[config.mk]
export PLATFORM = sky130hd
export DESIGN_NAME = path_streamer_flat
export DESIGN_NICKNAME = d
export VERILOG_FILES = /design/src/rtl/astro_path_pkg.sv /design/src/rtl/path_streamer_if.sv /design/src/rtl/path_stack.sv /design/src/rtl/path_streamer.sv /design/src/flat_wrapper.sv
export SDC_FILE = /design/constraint.sdc
export NUM_CORES = 1
export LEC_CHECK = 0
export ABC_AREA = 1
export CAP_MARGIN = 0
export CORE_ASPECT_RATIO = 1.5
export CORE_UTILIZATION = 35
export DETAILED_ROUTE_END_ITERATION = 8
export PLACE_DENSITY = 0.51
export SKIP_LAST_GASP = 1
export SYNTH_ARGS = -nofsm -noshare
export SYNTH_HDL_FRONTEND = slang
export SYNTH_SLANG_ARGS = --single-unit
export TNS_END_PERCENT = 30
[constraint.sdc]
create_clock -name clk_3125KHz -period 5.6 [get_ports clk_3125KHz]
set_clock_uncertainty 0.15 [all_clocks]
set_input_delay 0.84 -clock clk_3125KHz [delete_from_list [all_inputs] [get_ports clk_3125KHz]]
set_output_delay 0.84 -clock clk_3125KHz [all_outputs]
set_load 0.02 [all_outputs]
[src/rtl/astro_path_pkg.sv]
// Shared constants, state encoding and node-range helper for the path
// planner, path streamer and path-mapping blocks.
package astro_path_pkg;

  localparam int NODE_W    = 5;
  localparam int NUM_NODES = 30;
  localparam int MAX_PATH  = 16;

  localparam logic [NODE_W-1:0] NODE_INVALID = 5'd31;
  localparam logic [NODE_W-1:0] NODE_LIMIT   = NODE_W'(NUM_NODES);
  // Old depth value at which the pushed node fills the stack.
  localparam logic [NODE_W-1:0] DEPTH_LIMIT  = NODE_W'(MAX_PATH - 1);

  typedef enum logic [2:0] {IDLE, TRACE, EMIT, FIN, ERR} path_state_t;

  function automatic logic node_valid(input logic [NODE_W-1:0] n);
    return n < NODE_LIMIT;
  endfunction

endpackage

[src/rtl/path_streamer_if.sv]
// Planner-side bus of the path streamer: table writes, start request and
// the serial path-load stream.
interface path_streamer_if;

  // start is a one-cycle request honoured only while busy is low; there is
  // no ready back-pressure on the stream: path_input qualifies path_planned
  // for exactly one cycle per node and the consumer must take it.
  logic                               parent_we;
  logic [astro_path_pkg::NODE_W-1:0]  parent_addr;
  logic [astro_path_pkg::NODE_W-1:0]  parent_data;
  logic                               start;
  logic [astro_path_pkg::NODE_W-1:0]  start_node;
  logic [astro_path_pkg::NODE_W-1:0]  end_node;
  logic                               busy;
  logic                               path_input;
  logic [astro_path_pkg::NODE_W-1:0]  path_planned;
  logic [astro_path_pkg::NODE_W-1:0]  path_len;
  logic                               done;
  logic                               error;

  modport master (
    output parent_we, parent_addr, parent_data, start, start_node, end_node,
    input  busy, path_input, path_planned, path_len, done, error
  );

  modport slave (
    input  parent_we, parent_addr, parent_data, start, start_node, end_node,
    output busy, path_input, path_planned, path_len, done, error
  );

endinterface

[src/rtl/path_stack.sv]
// LIFO holding the traced route end-first so it pops start-first.
module path_stack
  import astro_path_pkg::*;
#(
  parameter int DEPTH = MAX_PATH,
  parameter int W     = NODE_W,
  localparam int CW   = $clog2(DEPTH + 1),
  localparam int AW   = $clog2(DEPTH)
) (
  input  logic          clk,
  input  logic          rst_n,
  input  logic          push,
  input  logic          pop,
  input  logic          clear,
  input  logic [W-1:0]  din,
  output logic [W-1:0]  dout,
  output logic [CW-1:0] count
);

  logic [W-1:0]  mem [DEPTH];
  logic [CW-1:0] cnt;
  logic          can_push;

  assign can_push = push && !clear && (cnt != CW'(DEPTH));

  always_ff @(posedge clk or negedge rst_n) begin
    if (!rst_n) begin
      cnt <= '0;
    end else if (clear) begin
      cnt <= '0;
    end else if (can_push) begin
      cnt <= cnt + CW'(1);
    end else if (pop && (cnt != '0)) begin
      cnt <= cnt - CW'(1);
    end
  end

  // Storage needs no reset: entries above the count are never observed.
  always_ff @(posedge clk) begin
    if (can_push) begin
      mem[AW'(cnt)] <= din;
    end
  end

  assign dout  = (cnt != '0) ? mem[AW'(cnt - CW'(1))] : '0;
  assign count = cnt;

endmodule

[src/rtl/path_streamer.sv]
// Walks the predecessor table back from the end node into a LIFO, then
// streams the route start-first, one node per cycle.
module path_streamer
  import astro_path_pkg::*;
(
  input  logic            clk_3125KHz,
  input  logic            rst_n,
  path_streamer_if.slave  bus,
  output path_state_t     fsm_state
);

  localparam int CW = $clog2(MAX_PATH + 1);

  path_state_t       state, state_next;
  logic [NODE_W-1:0] parent_tbl [NUM_NODES];
  logic [NODE_W-1:0] cursor, start_q, depth, len_q, held, par, top;
  logic              push, pop, clear;
  logic [CW-1:0]     count;

  assign par = parent_tbl[cursor];

  always_ff @(posedge clk_3125KHz or negedge rst_n) begin
    if (!rst_n) begin
      for (int i = 0; i < NUM_NODES; i++) parent_tbl[i] <= NODE_INVALID;
    end else if (state == IDLE && bus.parent_we && node_valid(bus.parent_addr)) begin
      parent_tbl[bus.parent_addr] <= bus.parent_data;
    end
  end

  always_ff @(posedge clk_3125KHz or negedge rst_n) begin
    if (!rst_n) state <= IDLE;
    else        state <= state_next;
  end

  always_comb begin
    state_next = state;
    push       = 1'b0;
    pop        = 1'b0;
    clear      = 1'b0;
    unique case (state)
      IDLE: begin
        if (bus.start) begin
          state_next = (node_valid(bus.start_node) && node_valid(bus.end_node))
                       ? TRACE : ERR;
        end
      end
      TRACE: begin
        push = 1'b1;
        if (cursor == start_q)       state_next = EMIT;
        else if (!node_valid(par))   state_next = ERR;
        else if (depth == DEPTH_LIMIT) state_next = ERR;
      end
      EMIT: begin
        pop = 1'b1;
        if (count == CW'(1)) state_next = FIN;
      end
      FIN: state_next = IDLE;
      ERR: begin
        clear      = 1'b1;
        state_next = IDLE;
      end
      default: state_next = IDLE;
    endcase
  end

  // Cursor follows the parent link unconditionally in TRACE; the value is
  // dead once the trace leaves that state.
  always_ff @(posedge clk_3125KHz or negedge rst_n) begin
    if (!rst_n) begin
      start_q <= '0;
      cursor  <= '0;
      depth   <= '0;
      len_q   <= '0;
      held    <= '0;
    end else begin
      unique case (state)
        IDLE: begin
          if (bus.start) begin
            start_q <= bus.start_node;
            cursor  <= bus.end_node;
            depth   <= '0;
          end
        end
        TRACE: begin
          depth  <= depth + NODE_W'(1);
          cursor <= par;
        end
        EMIT: begin
          held <= top;
          if (count == CW'(1)) len_q <= depth;
        end
        default: ;
      endcase
    end
  end

  path_stack u_stack (
    .clk   (clk_3125KHz),
    .rst_n (rst_n),
    .push  (push),
    .pop   (pop),
    .clear (clear),
    .din   (cursor),
    .dout  (top),
    .count (count)
  );

  assign bus.busy         = (state != IDLE);
  assign bus.path_input   = (state == EMIT);
  assign bus.path_planned = (state == EMIT) ? top : held;
  assign bus.path_len     = len_q;
  assign bus.done         = (state == FIN);
  assign bus.error        = (state == ERR);
  assign fsm_state        = state;

endmodule

[src/flat_wrapper.sv]
// flat-port wrapper written by rule: the top's interface ports become plain ports
module path_streamer_flat import astro_path_pkg::*;
  (clk_3125KHz, rst_n, fsm_state, bus_parent_we, bus_parent_addr, bus_parent_data, bus_start, bus_start_node, bus_end_node, bus_busy, bus_path_input, bus_path_planned, bus_path_len, bus_done, bus_error);
  path_streamer_if bus_i ();
  input  logic clk_3125KHz;
  input  logic rst_n;
  output path_state_t fsm_state;
  input wire logic [$bits(bus_i.parent_we)-1:0] bus_parent_we;
  input wire logic [$bits(bus_i.parent_addr)-1:0] bus_parent_addr;
  input wire logic [$bits(bus_i.parent_data)-1:0] bus_parent_data;
  input wire logic [$bits(bus_i.start)-1:0] bus_start;
  input wire logic [$bits(bus_i.start_node)-1:0] bus_start_node;
  input wire logic [$bits(bus_i.end_node)-1:0] bus_end_node;
  output wire logic [$bits(bus_i.busy)-1:0] bus_busy;
  output wire logic [$bits(bus_i.path_input)-1:0] bus_path_input;
  output wire logic [$bits(bus_i.path_planned)-1:0] bus_path_planned;
  output wire logic [$bits(bus_i.path_len)-1:0] bus_path_len;
  output wire logic [$bits(bus_i.done)-1:0] bus_done;
  output wire logic [$bits(bus_i.error)-1:0] bus_error;
  assign bus_i.parent_we = bus_parent_we;
  assign bus_i.parent_addr = bus_parent_addr;
  assign bus_i.parent_data = bus_parent_data;
  assign bus_i.start = bus_start;
  assign bus_i.start_node = bus_start_node;
  assign bus_i.end_node = bus_end_node;
  assign bus_busy = bus_i.busy;
  assign bus_path_input = bus_i.path_input;
  assign bus_path_planned = bus_i.path_planned;
  assign bus_path_len = bus_i.path_len;
  assign bus_done = bus_i.done;
  assign bus_error = bus_i.error;
  path_streamer u_core (.clk_3125KHz(clk_3125KHz), .rst_n(rst_n), .bus(bus_i), .fsm_state(fsm_state));
endmodule
## Word-level counts from Yosys, hierarchy flattened

Memory sizes are Yosys's and may differ from the RTL's.
Cells that the tools add are included.

| word-level totals | value |
|---|---|
| register bits | 183 |
| memory bits (writable) | 80 |
| input port bits | 24 |
| output and inout bits | 17 |
| memories kept | 1 |

Memories:

| memory | words | bits a word | read ports | clocked after Yosys merged registers in | wr ports | RTL line | source |
|---|---|---|---|---|---|---|---|
| u_core.u_stack.mem | 16 | 5 | 1 | 0 | 1 | path_stack.sv:20 | `logic [W-1:0] mem [DEPTH];` |

| cells by class | value |
|---|---|
| $add $sub $neg | 3 |
| order comparisons | 7 |
| equal/unequal tests | 11 |
| mux-type cells | 27 |
| bitwise gates (word level) | 2 |
| reductions and logical operators | 17 |

Operator list:

| operator | number |
|---|---|
| $bwmux W150 | 1 |
| $mux W5 | 10 |
| $bmux W5 S5 | 1 |
| $demux W5 S5 | 1 |
| $lt A5 B5 Y1 const B | 4 |
| $pmux W5 S2 | 2 |
| $mux W3 | 6 |
| $ge A6 B6 Y1 const B | 2 |
| $not A5 Y6 | 2 |
| $add A5 B1 Y5 const B | 2 |
| $pmux W3 S3 | 1 |
| $logic_and A1 B1 Y1 | 7 |
| $eq A3 B2 Y1 const B | 2 |
| $lt A6 B1 Y1 const B | 1 |
| $reduce_and A2 Y1 | 3 |
| $reduce_bool A3 Y1 | 2 |
| $eq A5 B1 Y1 const B | 1 |
| $eq A5 B4 Y1 const B | 1 |
| $eq A5 B5 Y1 | 1 |
| $mux W1 | 5 |
| $ne A5 B5 Y1 const B | 1 |
| $reduce_bool A5 Y1 | 1 |
| $sub A5 B1 Y5 const B | 1 |
| $ne A4 B3 Y1 const B | 1 |
| 8 further kinds | 8 |

## Longest topological paths before layout

| depth | value |
|---|---|
| depth in word-level cells | 8 |
| mapped depth | 14 |

## Modules after synthesis

Synthesis repeated with hierarchy kept, for this count alone.

| second synthesis, totals | value |
|---|---|
| cell total of the unflattened synthesis | 1388 |
| area total of the unflattened synthesis | 12304.3 um2 |

By module, submodules not included:

| module | times used | cells an instance | area an instance (um2) | seq. area each (um2) |
|---|---|---|---|---|
| path_streamer | 1 | 1028 | 8513.2 | 4642.0 |
| path_stack | 1 | 360 | 3791.1 | 2527.4 |

## Worst setup path after synthesis

OpenSTA, ideal clock, no wires.

| timing | value |
|---|---|
| path kind | reg2out |
| start point | register u_core.u_stack.cnt[0] (netlist: u_core.u_stack.count[0]) |
| end point | output port bus_path_planned[0] |
| arrival time | 2.479 ns |
| data required time | 4.610 ns |
| path slack | 2.131 ns |
| cell stages (with the launch flop) | 14 |
| buffers on the path | 4 |
| path through | dfrtp_1 clkbuf_1 inv_2 clkbuf_1 ha_1 inv_1 clkbuf_1 clkbuf_1 a21oi_1 a22oi_1 nand2_1 o211ai_1 nand3_1 nand2_1 |

| on the way | value |
|---|---|
| cells in the longest elaborated chain, start to end | 4 |
| elaborated cells between the ends (all ways) | 5 |

RTL lines:

| what | RTL line | source |
|---|---|---|
| start: declaration | path_stack.sv:21 | `logic [CW-1:0] cnt;` |
| start signal: assignment | path_stack.sv:32 | `cnt <= cnt + CW'(1);` |
| start signal: assignment | path_stack.sv:34 | `cnt <= cnt - CW'(1);` |
| $sub A5 B1 Y5 | path_stack.sv:45 | `assign dout = (cnt != '0) ? mem[AW'(cnt - CW'(1))] : '0;` |
| $mem_v2 Z16 W5 | -- |  |
| $mux W5 (*) | path_stack.sv:45 |  |
| $mux W5 (*) | path_streamer.sv:110 | `assign bus.path_planned = (state == EMIT) ? top : held;` |
| end: declaration | flat_wrapper.sv:16 | `output wire logic [$bits(bus_i.path_planned)-1:0] bus_path_planned;` |

Mark *: on every way between the ends. The rest lies on a longest branch, timed or not.

## Worst setup path in the final report

| timing | value |
|---|---|
| start point | register u_core.u_stack.cnt[0] (netlist: u_core.u_stack.count[0]) |
| end point | output port bus_path_planned[3] |

Same word-level chain as after synthesis.

==> results.py <==
metrics = {
    "clocking": {
        "hold_buffers": 0,
        "cts_sinks": 263,
        "ctsHtreeMaxLevel": 1,
        "postCtsSetupBuffers": 0,
        "worst_skew_pair.late_latency_ns": 0.56,
        "cts_inserted_buffers": 27,
        "cts_tree": "yes",
        "root_buffer": "sky130_fd_sc_hd__clkbuf_16",
        "ctsResizeCount": 0,
        "cts.clk_slew.worst_paths_ns": 0.06,
        "cts_buffer_depth": 3,
    },
    "routing": {
        "drt_iter0_markers": 504,
        "drt_pass1_iterations": 5,
        "drt-wirelength-per-cell_um": 18.8,
        "vias_after_detailed_routing": 9178,
        "totalWireLength_um": 33900,
        "ant_nets": 0,
        "vias_per_cell": 5.10,
        "post-route-drc-count": 0,
    },
    "flow_run": {
        "cap_viol_max_count": 0,
    },
    "placement": {
        "gp_congestion": 0.848,
        "numPortBuffers": 40,
        "placed_cells": 1749,
        "detailed_place_hpwl_um": 22500,
    },
    "synthesis": {
        "number_of_flops_mapped_to_enable_cells_by_yosys": 80,
        "synth_area_per_cell_um2": 9.02,
        "synth_warnings": 0,
        "synthesis.area_um2": 12000,
        "synth_seq_cells": 263,
        "mappedNetlistNets": 1363,
        "synthesis.instances": 1332,
        "synthArstFlopShare_pct": 69.6,
        "yosys_most_used_dff": "sky130_fd_sc_hd__dfstp_2",
        "yosysSeqAreaShare_pct": 59.7,
        "yosys.cell_types.count": 35,
    },
    "timing": {
        "clock.fmax_ghz": 0.199,
        "timing.max_slew.rel_slack_pct": 29.0,
        "period_needed_ns": 5.03,
        "setup_repair_after_global_routing_missed_its_margin": "no",
        "tns_ns": 0,
        "maxSlewViolCount": 0,
        "hold_viol": 0,
        "holdWs_ns": 0.307,
        "fin_crit_sh_pct": 89.9,
        "setup_violations": 0,
        "tightest_slew_ns": 1.06,
    },
    "die": {
        "die_area_um2": 35100,
        "core.rowCount": 82,
        "design.portCount": 41,
        "die_width_um": 153,
        "floorplan.core_area_um2": 33500,
        "die_height_um": 229,
        "initial_util_pct": 35.8,
    },
    "critical_path": {
        "critical_path_arrival_ns": 4.04,
        "worst_ep_required_time_ns": 4.61,
        "timing.rr.start": "u_core.fsm_state[1]$_DFFE_PN0P_",
        "worstPathBufferInverterCount": 4,
        "slowest_delay_ns": 0.69,
        "worst_r2r_setup_slack_ns": 2.39,
        "crit_path_cell_trace": "buf_4 -> inv_2 -> ha_1 -> inv_1 -> o21ai_0 -> o221ai_1 -> nand3_1 -> a21oi_1 -> a21o_1 -> clkdlybuf4s50_1",
        "worst_r2r_path_depth": 8,
        "slowest_stage": "sky130_fd_sc_hd__inv_1",
        "start_kind": "register",
        "worst_setup_path_end_kind": "output pin",
        "crit_family": "buffers and inverters",
        "critical_path_class": "reg -> out",
        "r2r_end": "u_core.u_stack.count[4]$_DFFE_PN0P_",
        "critical_path.max_fanout": 44,
    },
    "global_routing": {
        "grt_first_pass_wirelength_um": 53900,
        "grt_antenna_before_repair": 0,
        "vias_in_the_first_global_route": 9351,
        "grt_max_degree": 113,
        "grt_overflow_total": 0,
        "grt_use_total_pct": 20.0,
    },
    "pwr": {
        "total_power_mw": 7.75,
        "power_per_cell_area_nw_per_um2": 561,
        "power.ir.vdd_worst_v": 0.000266,
        "static-leakage-power_nw": 5.32,
    },
    "layout": {
        "final_antenna_diode_count": 0,
        "multi_input_area_um2": 4330,
        "finish.net_count": 1389,
        "n_fill_cell": 3316,
        "layout.cells.non_filler": 1799,
        "layout.area.seq_um2": 7170,
        "layout.cells.most_common": "sky130_fd_sc_hd__nand2_1",
        "flow.area_growth_from_synthesis_pct": 15.0,
        "drive_above_1_share_pct": 17.3,
        "layout_common_cells": "sky130_fd_sc_hd__nand2_1, sky130_fd_sc_hd__o21ai_0, sky130_fd_sc_hd__dfstp_2",
    },
    "min_path": {
        "hold_class": "in -> async",
    },
    "outcome": {
        "status": "finished clean",
    },
}
## logic make-up after synthesis
kind of cell               Yosys count  share of synthesized area (%)
xor gates and xnor gates             7                          0.511
muxes                                4                          0.365
DFF                                263                           59.7
adders and majority gates            7                          0.729
and+or+nand+nor                    634                           21.4
buffers and inverters              130                           4.25
AOI/OAI and AO/OA                  287                           13.1
## worst max-delay path by stage
stage,startpoint,to,cells past startpoint
after CTS,u_core.u_stack.count[0]$_DFFE_PN0P_,bus_path_planned[3],10
after floorplan,u_core.u_stack.count[0]$_DFFE_PN0P_,bus_path_planned[0],13
final,u_core.u_stack.count[0]$_DFFE_PN0P_,bus_path_planned[3],10
after detailed placement,u_core.u_stack.count[0]$_DFFE_PN0P_,bus_path_planned[3],10
after global routing,u_core.u_stack.count[0]$_DFFE_PN0P_,bus_path_planned[3],10
after global placement,u_core.u_stack.count[0]$_DFFE_PN0P_,bus_path_planned[3],10
## flip-flops by register name, summed over array words and instances (netlist names)
register,count
u_core.u_stack.mem,80
u_core.fsm_state,3
u_core.depth,5
u_core.start_q,5
u_core.cursor,5
u_core.bus.path_len,5
u_core.u_stack.count,5
u_core.parent_tbl,150
u_core.held,5
## where the power goes
| group | leakage (nW) | internal (mW) | switching, mW |
|---|---|---|---|
| Combinational | 2.15 | 0.892 | 1.87 |
| Clock | 0.473 | 1.21 | 0.794 |
| Sequential | 2.70 | 2.72 | 0.269 |
| Total | 5.32 | 4.82 | 2.93 |
## cells in the mapped netlist, types with 7 or more instances
| cell | count | area share [%] |
|---|---|---|
| sky130_fd_sc_hd__nand2_1 | 461 | 14 |
| sky130_fd_sc_hd__o21ai_0 | 171 | 7.1 |
| sky130_fd_sc_hd__dfstp_2 | 150 | 33 |
| sky130_fd_sc_hd__nand3_1 | 86 | 3.6 |
| sky130_fd_sc_hd__edfxtp_1 | 80 | 20 |
| sky130_fd_sc_hd__nor2_1 | 66 | 2.1 |
| sky130_fd_sc_hd__inv_1 | 61 | 1.9 |
| sky130_fd_sc_hd__a21oi_1 | 47 | 2.0 |
| sky130_fd_sc_hd__clkbuf_1 | 41 | 1.3 |
| sky130_fd_sc_hd__dfrtp_1 | 33 | 6.9 |
| sky130_fd_sc_hd__o21ai_1 | 21 | 0.88 |
| sky130_fd_sc_hd__buf_2 | 18 | 0.75 |
| sky130_fd_sc_hd__o211ai_1 | 11 | 0.69 |
| sky130_fd_sc_hd__o22ai_1 | 11 | 0.57 |
| sky130_fd_sc_hd__a22oi_1 | 9 | 0.56 |
| sky130_fd_sc_hd__a32o_1 | 8 | 0.67 |
| sky130_fd_sc_hd__ha_1 | 7 | 0.73 |
## cell type report
class | count | area share [%]
clock buffers | 30 | 5.20
clock inverters | 20 | 1.95
inverters | 69 | 1.88
multi-input cells | 939 | 31.4
flip-flops and latches | 263 | 51.9
well taps | 420 | 3.81
repair buffers | 58 | 3.89
## per-stage QoR
| stage | utilization (%) | cell area, um2 | worst slack, ns |
|---|---|---|---|
| floorplan | - | 12000 | 2.13 |
| global placement | 38.2 | 12800 | 1.18 |
| detailed placement | 38.2 | 12800 | 1.13 |
| CTS | 41.2 | 13800 | 0.514 |
| global route | 41.2 | 13800 | 0.178 |
| finish | 41.2 | 13800 | 0.568 |
## layer usage
metal	routed length [um]	global-route usage, %	vias up
met2	17700	36.4	170
met4	1600	10.4	0
met1	13700	22.9	4425
li1	-	-	4506
met5	0	0	-
met3	941	2.16	77
Power figures use the tool's default switching activity.
==> variant 1: new RTL, same settings <==
Make the reset (`rst_n`) synchronous in 4 clocked blocks.
--- a/src/rtl/path_stack.sv
+++ b/src/rtl/path_stack.sv
@@ -23,7 +23,7 @@
 
   assign can_push = push && !clear && (cnt != CW'(DEPTH));
 
-  always_ff @(posedge clk or negedge rst_n) begin
+  always_ff @(posedge clk) begin
     if (!rst_n) begin
       cnt <= '0;
     end else if (clear) begin
--- a/src/rtl/path_streamer.sv
+++ b/src/rtl/path_streamer.sv
@@ -19,7 +19,7 @@
 
   assign par = parent_tbl[cursor];
 
-  always_ff @(posedge clk_3125KHz or negedge rst_n) begin
+  always_ff @(posedge clk_3125KHz) begin
     if (!rst_n) begin
       for (int i = 0; i < NUM_NODES; i++) parent_tbl[i] <= NODE_INVALID;
     end else if (state == IDLE && bus.parent_we && node_valid(bus.parent_addr)) begin
@@ -27,7 +27,7 @@
     end
   end
 
-  always_ff @(posedge clk_3125KHz or negedge rst_n) begin
+  always_ff @(posedge clk_3125KHz) begin
     if (!rst_n) state <= IDLE;
     else        state <= state_next;
   end
@@ -65,7 +65,7 @@
 
   // Cursor follows the parent link unconditionally in TRACE; the value is
   // dead once the trace leaves that state.
-  always_ff @(posedge clk_3125KHz or negedge rst_n) begin
+  always_ff @(posedge clk_3125KHz) begin
     if (!rst_n) begin
       start_q <= '0;
       cursor  <= '0;
Function: differs if rst_n is asserted again (counterexample within 4 cycles, from zero or initial values and one cycle with rst_n low); with rst_n held inactive, the same outputs for 4 cycles.
==> variant 1 against the unedited design <==
  * Maximum frequency increased by 8.6%
  * Area after synthesis up 4.7%
  * Synthesized cell count shrank 5.6%
  * Sequential cell count up 15
  * Clock power down 3%
  * Setup slack better by 400 ps
  * Wire length decreased by 0.72%
  * Sequential share of layout area grew 3.7 points
  * Design area grew 3.7%
  * Combinational power down 20%
  * Total power down 13%
==> variant 1: results (changes against the unedited design) <==
status complete, no violations; Seq/Total Area, Yosys 63.4% (+3.7 points); routability cong. 0.923 (+8.8%); EDFF count, synth 240 (+200%); YS warnings 0 (unchanged); top post-synthesis cells by area edfxtp_1 (57%), nand2_1 (12%), dfxtp_1 (6.0%), nand3_1 (4.9%), o21ai_0 (2.9%); dpl ws 1560 ps (+430 ps); Placed Cells 1,728 (-1.2%); layout cell share with drive strength beyond 1 7.72% (-9.5 points); Crit Path Max Fanout 45 (+2.3%); GRT Resource Usage Total 18.7% (-1.3 points); post-synthesis area per instance 10.0 um2 (+11%); slowest stage delay, CP 600 ps (-90 ps); largest net degree at the start of global routing 81 (-28%); first-pass GRT wire length 50,900 um (-5.6%); fill count 3,436 (+3.6%); 1st-iter DRT viols 626 (+24%); Post-synth top cells nand2_1 (417), edfxtp_1 (240), nand3_1 (123); ys flop type edfxtp_1; Synth async-reset ratio 0% (-70 points); Hold Path Class reg -> reg; DP Area 13,400 um2 (+4.2%); root buffer selected by CTS clkbuf_16; post-synth cell types 43 (+23%); drt pass-1 iters 6 (+1); Leakage 0.00472 uW (-11%); CP max stage cell clkdlybuf4s50_1; CTS Buf Count 29 (+7.4%); Routed WL per cell 18.9 um (+0.22%); nets 1,317 (-5.2%); WL final 33,600 um (-0.72%); Peak supply drop 0.000231 V (-13%); Slew headroom 41.3% (+12 points); via/cell ratio 5.01 (-1.8%)
[variant 1: cell types whose count changed in the layout (fill, tap and decap cells not counted), moves of 15 or more]
| cell | before | now |
|---|---|---|
| dfrtp_1 | 32 | 0 |
| dfstp_2 | 150 | 0 |
| dfxtp_1 | 0 | 37 |
| edfxtp_1 | 80 | 240 |
| nand2_1 | 461 | 417 |
| nand3_1 | 86 | 123 |
| nor2_1 | 66 | 81 |
| nor2_4 | 2 | 17 |
| o21ai_0 | 171 | 73 |
| o21ai_1 | 21 | 3 |
[variant 1: worst max-delay path, delay by kind of cell (launching register included)]
family | cells | cell delay [ps]
buffers and inverters | 4 | 1350
adder cells (fa/ha/maj) | 1 | 590
AO/OA/AOI/OAI | 2 | 590
flip-flops | 1 | 300
AND/OR/NAND/NOR | 2 | 230
[variant 1: final cells by class]
class                      count  area (um2)  share of cell area [%]
antenna                        1        2.50                  0.0175
clock buffer                  37         776                    5.42
clock inverter                16         178                    1.24
inverter                      65         249                    1.74
multi-input combinational    857        4040                    28.2
sequential                   278        7970                    55.7
tap                          473         592                    4.13
timing repair buffer          55         513                    3.58
[variant 1: worst paths after layout]
check	cells past startpoint	end	slack, ps	startpoint
worst max-delay path	9	bus_path_planned[3]	970	u_core.u_stack.count[0]
worst min-delay path	2	u_core.held[1]	320	u_core.held[1]
worst max register to register	15	u_core.fsm_state[0]	2760	flop
worst min register to register	2	u_core.held[1]	320	u_core.held[1]
[variant 1: cell families (layout without fill, tap and decap cells)]
| kind of cell | Yosys count | count (layout) | share of synthesized area (%) |
|---|---|---|---|
| AO/OA/AOI/OAI | 171 | 171 | 8.06 |
| XOR/XNOR | 7 | 7 | 0.547 |
| adder cells (fa/ha/maj) | 7 | 7 | 0.696 |
| buffers and inverters | 131 | 173 | 4.80 |
| flip-flops | 278 | 278 | 63.4 |
| other | 1 | 11 | 0.0298 |
| AND/OR/NAND/NOR | 662 | 662 | 22.5 |
[variant 1: metal layers]
| metal | up-vias | global-route usage, % | wire, um | share of wire, % |
|---|---|---|---|---|
| li1 | 4363 | - | - | - |
| met1 | 4301 | 20.1 | 12600 | 38 |
| met2 | 202 | 36.5 | 18700 | 56 |
| met3 | 62 | 1.81 | 1040 | 3.1 |
| met4 | 0 | 8.03 | 1240 | 3.7 |
| met5 | - | 0 | 0 | 0 |
[variant 1: power by group]
part           leakage [uW]  internal, uW  switching [uW]
sequential          0.00216          2440             180
combinational       0.00208           663            1540
clock              0.000469          1160             788
total               0.00472          4260            2510
==> variant 2: new RTL, same settings <==
Without the edit above. The package constant `NODE_W` goes from 5 to 10.
--- a/src/rtl/astro_path_pkg.sv
+++ b/src/rtl/astro_path_pkg.sv
@@ -2,7 +2,7 @@
 // planner, path streamer and path-mapping blocks.
 package astro_path_pkg;
 
-  localparam int NODE_W    = 5;
+  localparam int NODE_W    = 10;
   localparam int NUM_NODES = 30;
   localparam int MAX_PATH  = 16;
 
Interface: changed (6 resized); port bits go from 41 to 71. The function was not compared with the original's and may differ.
==> variant 2 against the unedited design <==
  * Setup slack got worse by 44 ps
  * Area after synthesis up 110%
  * Wire length up 130%
  * Total power is 40% higher
  * Design area grew 110%
  * Cell count is 120% higher
  * Highest routed layer unchanged
  * Largest cell class unchanged
  * Sequential cell count grew 255
  * Global-route usage increased by 1.4 points
==> variant 2: results (changes against the unedited design) <==
first-pass GRT wire length 120,000 um (+120%); Post-Synth Adder-Cell Area 0.297% (-0.43 points); antenna viol nets, final 0 (unchanged); post-synthesis area per instance 8.58 um2 (-4.8%); slowest stage delay, CP 670 ps (-20 ps); 1st-iter DRT viols 1,336 (+170%); post-synth cell types 37 (+5.7%); Worst-path clk slew 60 ps (about the same); largest registers u_core.parent_tbl: 300 flops, u_core.u_stack.mem: 160 flops; most flop-heavy register u_core.parent_tbl; Hold Path Class in -> async; root buffer selected by CTS clkbuf_16; layout cell share with drive strength beyond 1 10.9% (-6.4 points); GRT Resource Usage Total 21.4% (+1.4 points); Peak supply drop 0.000425 V (+60%); number of global-route vias before repair 19,700 (+110%); largest net degree at the start of global routing 161 (+42%); Post-CTS Resized 0 (unchanged); Post-Synth XOR/XNOR Area 0.347% (-0.16 points); routability cong. 0.836 (-1.3%); CTS Buf Count 54 (+100%); antenna violations before repair 0 (unchanged); CTS H-tree lvls 2 (+1); fill count 7,133 (+120%); DP Area 26,900 um2 (+110%); Placed Cells 3,816 (+120%); status complete, no violations; Post-synth top cells nand2_1 (874), inv_1 (431), a21boi_0 (236); Int Pwr 7140 uW (+48%); postcts setup bufs 0 (unchanged); YS warnings 0 (unchanged); Leakage 0.0138 uW (+160%); Antenna diodes 0 (unchanged); Max clock buf depth 3 (unchanged); Routed WL per cell 20.0 um (+6.1%); Slew @ Worst Pin 1230 ps (+165 ps); IO Port Bufs 70 (+75%); Seq/Total Area, Yosys 55.3% (-4.4 points); WL final 78,200 um (+130%); Synth async-reset ratio 69.1% (-0.47 points); clock latency at the later pin of the worst-skew pair 630 ps (+70 ps); CP max stage cell clkdlybuf4s50_1; hpwl dp 49,900 um (+120%); EDFF count, synth 160 (+100%); via/cell ratio 5.03 (-1.5%); syn_nets 2,991 (+120%); drt pass-1 iters 5 (unchanged); mux contribution to synthesized area 0.0446% (-0.32 points); Crit Path Max Fanout 43 (-2.3%); top post-synthesis cells by area dfrtp_1 (21%), edfxtp_1 (19%), dfstp_2 (16%), nand2_1 (13%), a21boi_0 (7.0%); Worst Path Arrival 4090 ps (+50 ps); Synth Area in Compound Gates 15.1% (+2.1 points)
==> variant 2: cell types whose count changed after synthesis, sizes merged, moves of 78 or more <==
cell    before  now
o21ai      192   82
a21boi       0  242
clkbuf      41  125
nand2      467  895
inv         66  436
dfrtp       33  208
edfxtp      80  160
nand3       86  164
==> variant 2: power by group through the flow <==
| stage | sequential, uW | combinational, uW | clock [uW] |
|---|---|---|---|
| after floorplan | 4400 | 1440 | 0 |
| after global placement | 4510 | 2510 | 0 |
| after detailed placement | 4520 | 2520 | 0 |
| after CTS | 4450 | 2530 | 4020 |
| after global routing | 4470 | 2700 | 4130 |
| final | 4450 | 2500 | 3930 |
==> variant 2: metrics by stage <==
step | setup slack (ps) | util [%]
floorplan | 1660 | -
global route | 186 | 40.4
global placement | 1250 | 37.7
finish | 524 | 40.4
CTS | 487 | 40.4
detailed placement | 1180 | 37.7
==> variant 2: cells by family after synthesis <==
group | Yosys count
and+or+nand+nor | 1251
adders and majority gates | 6
buffers and inverters | 591
DFF | 518
muxes | 1
AOI/OAI and AO/OA | 564
xor gates and xnor gates | 10
==> variant 2: worst max-delay path: cells and delay by family, from the launching register on <==
kind            cells  cell delay, ps
buf+inv             5            2000
compound gates      4             760
flops               1             410
fa+ha+maj           1             260
==> variant 2: path summary, 6_finish.rpt <==
path	startpoint	end	slack, ps	depth (start not counted)
max	u_core.u_stack.count[1]	bus_path_planned[3]	520	10
min	rst_n	u_core.parent_tbl[108]	80	1
max reg2reg	u_core.cursor[2]	u_core.fsm_state[2]	1940	12
min reg2reg	u_core.bus.path_len[7]	u_core.bus.path_len[7]	340	2
max in group asynchronous	rst_n	u_core.parent_tbl[208]	3900	2
min in group clk_3125KHz	u_core.bus.path_len[7]	u_core.bus.path_len[7]	340	2
==> variant 2: cell type report <==
| type | count | area (um2) | share of cell area (%) |
|---|---|---|---|
| well taps | 915 | 1140 | 3.97 |
| inverters | 438 | 1650 | 5.71 |
| multi-input cells | 1832 | 9040 | 31.4 |
| clock inverters | 26 | 334 | 1.16 |
| repair buffers | 113 | 1080 | 3.74 |
| clock buffers | 76 | 1620 | 5.61 |
| flip-flops and latches | 518 | 14000 | 48.4 |
==> variant 2: per-layer routing <==
layer / share of wire, % / vias to the layer above / track usage [%]
met5: 0 / - / 0
met4: 4.1 / 0 / 9.14
met3: 4.4 / 153 / 2.87
met2: 52 / 511 / 39.2
met1: 40 / 9589 / 25.1
li1: - / 9443 / -
